--- src/rtl/keypad_pkg.sv ---
// Shared types and constants for the 4x4 matrix keypad scanner.
package keypad_pkg;

  localparam int KP_W  = 4;
  localparam int CNT_W = 22;

  typedef enum logic [1:0] {
    SCAN,
    DEBOUNCE,
    HELD,
    RELEASE
  } state_t;

  // Legend printed on the pad, indexed by driven row and sensed column.
  function automatic logic [3:0] keymap(
    input logic [1:0] r,
    input logic [1:0] c
  );
    logic [3:0] k;
    k = 4'h0;
    case ({r, c})
      4'h0: k = 4'h1;
      4'h1: k = 4'h2;
      4'h2: k = 4'h3;
      4'h3: k = 4'hA;
      4'h4: k = 4'h4;
      4'h5: k = 4'h5;
      4'h6: k = 4'h6;
      4'h7: k = 4'hB;
      4'h8: k = 4'h7;
      4'h9: k = 4'h8;
      4'hA: k = 4'h9;
      4'hB: k = 4'hC;
      4'hC: k = 4'hE;
      4'hD: k = 4'h0;
      4'hE: k = 4'hF;
      4'hF: k = 4'hD;
    endcase
    return k;
  endfunction

  function automatic logic [1:0] low_col(
    input logic [KP_W-1:0] c
  );
    logic [1:0] i;
    i = 2'd0;
    for (int k = KP_W - 1; k >= 0; k--) begin
      if (!c[k]) i = 2'(k);
    end
    return i;
  endfunction

  function automatic logic [KP_W-1:0] row_of(
    input logic [1:0] r
  );
    return ~(KP_W'(1) << r);
  endfunction

endpackage

--- src/rtl/keypad_scanner_debouncer.sv ---
// Saturating stability counter; done flags DEBOUNCE_CYCLES-1 matches.
module debouncer
  import keypad_pkg::*;
#(
  parameter int DEBOUNCE_CYCLES = 2400000
) (
  input  logic clk,
  input  logic reset,
  input  logic match,
  input  logic clear,
  output logic done
);

  localparam logic [CNT_W-1:0] LAST = CNT_W'(DEBOUNCE_CYCLES - 1);

  logic [CNT_W-1:0] cnt;

  always_ff @(posedge clk or posedge reset) begin
    if (reset) begin
      cnt <= '0;
    end else if (clear) begin
      cnt <= '0;
    end else if (match && cnt != LAST) begin
      cnt <= cnt + 1'b1;
    end
  end

  assign done = (cnt == LAST);

endmodule

--- src/rtl/keypad_scanner.sv ---
// Row-scanning 4x4 keypad controller with press and release debounce.
module keypad_scanner
  import keypad_pkg::*;
#(
  parameter int SCAN_DIV        = 48000,
  parameter int DEBOUNCE_CYCLES = 2400000
) (
  input  logic            clk,
  input  logic            reset,
  input  logic [KP_W-1:0] col,
  output logic [KP_W-1:0] row,
  output logic [3:0]      key_code,
  output logic            key_valid,
  output logic            key_held
);

  localparam int DW = (SCAN_DIV > 2) ? $clog2(SCAN_DIV) : 1;
  localparam logic [DW-1:0] DWELL_END = DW'(SCAN_DIV - 1);

  state_t          state;
  logic [1:0]      ridx;
  logic [1:0]      cidx;
  logic [DW-1:0]   dwell;
  logic [KP_W-1:0] sync1;
  logic [KP_W-1:0] cols;
  logic [KP_W-1:0] col_l;
  logic            match;
  logic            clear;
  logic            done;

  always_ff @(posedge clk or posedge reset) begin
    if (reset) begin
      sync1 <= '1;
      cols  <= '1;
    end else begin
      sync1 <= col;
      cols  <= sync1;
    end
  end

  // Release debounce waits for all-high; press debounce for the latched pattern.
  assign match = (state == RELEASE) ? (cols == '1) : (cols == col_l);
  assign clear = !((state == DEBOUNCE) || (state == RELEASE)) || !match || done;

  debouncer #(
    .DEBOUNCE_CYCLES(DEBOUNCE_CYCLES)
  ) u_debouncer (
    .clk  (clk),
    .reset(reset),
    .match(match),
    .clear(clear),
    .done (done)
  );

  always_ff @(posedge clk or posedge reset) begin
    if (reset) begin
      state     <= SCAN;
      ridx      <= 2'd0;
      row       <= row_of(2'd0);
      cidx      <= 2'd0;
      dwell     <= '0;
      col_l     <= '1;
      key_code  <= 4'h0;
      key_valid <= 1'b0;
      key_held  <= 1'b0;
    end else begin
      key_valid <= 1'b0;
      unique case (state)
        SCAN: begin
          if (dwell == DWELL_END) begin
            dwell <= '0;
            if (cols == '1) begin
              ridx <= ridx + 2'd1;
              row  <= row_of(ridx + 2'd1);
            end else begin
              col_l <= cols;
              cidx  <= low_col(cols);
              state <= DEBOUNCE;
            end
          end else begin
            dwell <= dwell + 1'b1;
          end
        end
        DEBOUNCE: begin
          if (!match) begin
            state <= SCAN;
          end else if (done) begin
            key_valid <= 1'b1;
            key_code  <= keymap(ridx, cidx);
            key_held  <= 1'b1;
            state     <= HELD;
          end
        end
        HELD: begin
          if (cols == '1) state <= RELEASE;
        end
        RELEASE: begin
          if (!match) begin
            state <= HELD;
          end else if (done) begin
            key_held <= 1'b0;
            ridx     <= ridx + 2'd1;
            row      <= row_of(ridx + 2'd1);
            state    <= SCAN;
          end
        end
        default: state <= SCAN;
      endcase
    end
  end

endmodule

--- config.mk ---
export PLATFORM = sky130hd
export DESIGN_NAME = keypad_scanner
export DESIGN_NICKNAME = d
export VERILOG_FILES = /design/src/rtl/keypad_pkg.sv /design/src/rtl/keypad_scanner_debouncer.sv /design/src/rtl/keypad_scanner.sv
export SDC_FILE = /design/constraint.sdc
export NUM_CORES = 1
export LEC_CHECK = 0
export CAP_MARGIN = 20
export CORE_MARGIN = 1
export CORE_UTILIZATION = 45
export CTS_CLUSTER_DIAMETER = 150
export DETAILED_ROUTE_END_ITERATION = 6
export PLACE_DENSITY = 0.66
export RECOVER_POWER = 50
export SETUP_SLACK_MARGIN = 0.02
export SYNTH_ARGS = -nofsm -noshare
export SYNTH_HDL_FRONTEND = slang
export SYNTH_SLANG_ARGS = --single-unit
export TNS_END_PERCENT = 10
--- constraint.sdc ---
create_clock -name clk -period 6.06 [get_ports clk]
set_clock_uncertainty 0.15 [all_clocks]
set_input_delay 1.515 -clock clk [delete_from_list [all_inputs] [get_ports clk]]
set_output_delay 1.515 -clock clk [all_outputs]
set_load 0.01 [all_outputs]
==> run summary <==
Fin util: 0.524
Sequential power share: 0.577
Place WS: 3.23 ns
Seq/Total Area, Yosys: 0.473
Setup Fix Bufs, Post-CTS: 0
Area grow syn2layout: 10.0%
Largest cells by area after synthesis: dfrtp_1 36%, dfstp_2 11%, xnor2_1 4.2%
Most frequent cells in the layout: 51 x dfrtp_1, 27 x nor3_1, 22 x nand2_1
Hold Path Origin: sync1[0]
Final routed DRC violation total: 0
Fraction of layout cells with a size suffix above 1: 0.115
Via/cell ratio: 5.84
Post-synth cell types: 51
Fmax: 295 MHz
Tmin final: 3.40 ns
HPWL after DPL: 4770 um
Initial antenna violation count: 0
#FFs+latches synth: 66
Core area: 7410 um2
DR WL/cell: 15.7 um
Crit path arrival time: 3.46 ns
Worst skew pair latency: 0.35 ns
Hold Buf Count CTS: 0
Xor/xnor share of the synthesized area: 0.0670
Period utilization: 0.560
Vias in the first global route: 2695
DR iter-0 viols: 163
Pre-antenna DRT Iters: 4
CTS resizes: 0
Setup Viol. Count Final: 0
Die height: 90.6 um
Clk pin slew, worst setup/hold paths: 0.07 ns
Root Buffer: clkbuf_8
EDFF count, synth: 0
Slew @ Worst Pin: 0.955 ns
Worst Hold End: cols[0]
P per Cell Area: 200 nW/um2
Post-synth top flop: dfrtp_1
RR Startpoint: u_debouncer.cnt[8]
First-pass GRT wire length: 12800 um
P_sw: 0.182 mW
Overflow left after global routing: 0
Worst hold stages: 0
Fin worst setup slack: 2.66 ns
Simple-Gate Fraction of Synth Area: 0.238
Worst slew margin: 0.355
Worst flop-to-flop path endpoint: u_debouncer.cnt[8]
Most common cell after layout, fill and taps aside: dfrtp_1
Multiplexer share of the synthesized area: 0.0248
Antenna Nets Post-Route: 0
Combinational Power Share: 0.021
Crit Path Class: register to register
Num CTS Buffers: 9
Final Hold Fails: 0
Synth Warn #: 0
Starting density of the core: 0.476
Slew Limit Fails: 0
Compound-gate portion of the synthesized area: 0.120
FILL cells: 662
Final GP Congestion: 0.789
I/O Pins: 16
Fin nets: 377
Flop2flop setup slack: 2.66 ns
IO buf count: 15
FP Rows: 31
Cell taking the most area after synthesis: dfrtp_1
RSZ-0062 raised after global routing: false
Depth of the CTS H-tree: 3
P_leak: 1.47 nW
CTS max path bufs: 2
Crit path required time: 6.12 ns
Setup tns final: 0 ns
Maximum vdd drop: 0.137 mV
P_int: 0.595 mW
Clock Sink Count: 66
Syn nets: 366
Max Cap Violations: 0
Yosys top cell area share: 0.362
Status: complete, no violations
Largest net degree at the start of global routing: 67
Crit path max fanout: 18
Die area: 8200 um2
Vias post-DR: 2712
Avg Cell Area, Syn: 10.1 um2
Synth Area in Adders: 0.0390
GRT Util Overall: 0.196
Post-Route WL: 7290 um
Clock power share: 0.402
Ant. Diodes: 0
Cell count of the worst reg-to-reg path: 5
Mapped cell area: 3530 um2
Hold crit path type: register to register
TritonCTS clock tree: yes
Switching part of the total: 0.234
Largest family of logic cells by synthesized area: simple AND/OR/NAND/NOR gates
Syn Inst Count: 349
Die width: 90.6 um
Setup crit end kind: register
Startpoint Class: register
Post-synthesis async set-or-reset flop share: 1.00
## per-layer routing
layer | part of all wire | vias up | global-route usage
met5 | 0 | - | 0
met4 | 0.013 | 0 | 0.0685
met3 | 0.027 | 9 | 0.0513
met2 | 0.47 | 38 | 0.302
met1 | 0.49 | 1338 | 0.267
li1 | - | 1327 | -
## layout make-up
type                    instances  area [um2]  share of cell area
multi-input cells             251        1700               0.438
flip-flops and latches         66        1670               0.430
repair buffers                 19         176              0.0455
clock buffers                  10         128              0.0329
well taps                      99         124              0.0319
inverters                      13        48.8              0.0126
clock inverters                 6        35.0             0.00903
## state kept, by name, indices dropped and copies added (netlist names)
| name | flops |
|---|---|
| cidx | 2 |
| col_l | 4 |
| cols | 4 |
| dwell | 16 |
| key_code | 4 |
| key_held | 1 |
| key_valid | 1 |
| ridx | 2 |
| row | 4 |
| state | 2 |
| sync1 | 4 |
| u_debouncer.cnt | 22 |
## worst max-delay path: stages (launching register included)
cell and delay [ns]:
dfrtp_1 0.42, or4_1 0.60, or4_1 0.78, o41ai_1 0.86
buf_4 0.37, nor3_1 0.09
## power by group through the flow
stage	sequential, mW	combinational, mW	clock, mW
2_1_floorplan	0.455	0.0106	0
3_3_place_gp	0.456	0.0178	0
3_5_place_dp	0.456	0.0177	0
4_1_cts	0.448	0.0178	0.322
5_1_grt	0.448	0.0196	0.343
6_report	0.448	0.0164	0.313
## Yosys cell counts, drive strengths merged (11+ instances only)
cell type and instances:
dfstp 15, nand4 12, inv 13, dfrtp 51, clkbuf 14, xnor2 17, nor3 28, or4 15
nor2 15, nand2 22, nand3 20, ha 11
## logic make-up (layout without fill, tap and decap cells)
| logic type | Yosys count | after routing |
|---|---|---|
| adders and majority gates | 11 | 11 |
| DFF | 66 | 66 |
| xor gates and xnor gates | 27 | 27 |
| muxes | 8 | 8 |
| and+or+nand+nor | 147 | 147 |
| AOI/OAI and AO/OA | 58 | 58 |
| buffers and inverters | 32 | 48 |
## through the flow
stage / cell area [um2] / std cells / power, mW / hold slack (ns)
after global placement: 3750 / 447 / 0.474 / 0.197
after CTS: 3920 / 464 / 0.788 / 0.209
final: 3880 / 464 / 0.777 / 0.208
after detailed placement: 3750 / 448 / 0.474 / 0.199
after global routing: 3880 / 464 / 0.811 / 0.211
after floorplan: 3530 / 349 / 0.466 / 0.195
## worst max path at each step
stage,start,to
floorplan,reset,cidx[0]
global placement,reset,key_code[1]
detailed placement,reset,u_debouncer.cnt[2]
CTS,row[1],row[1]
global route,u_debouncer.cnt[8],u_debouncer.cnt[8]
finish,u_debouncer.cnt[8],u_debouncer.cnt[8]
Note: power is estimated with default switching activity, not from simulation.
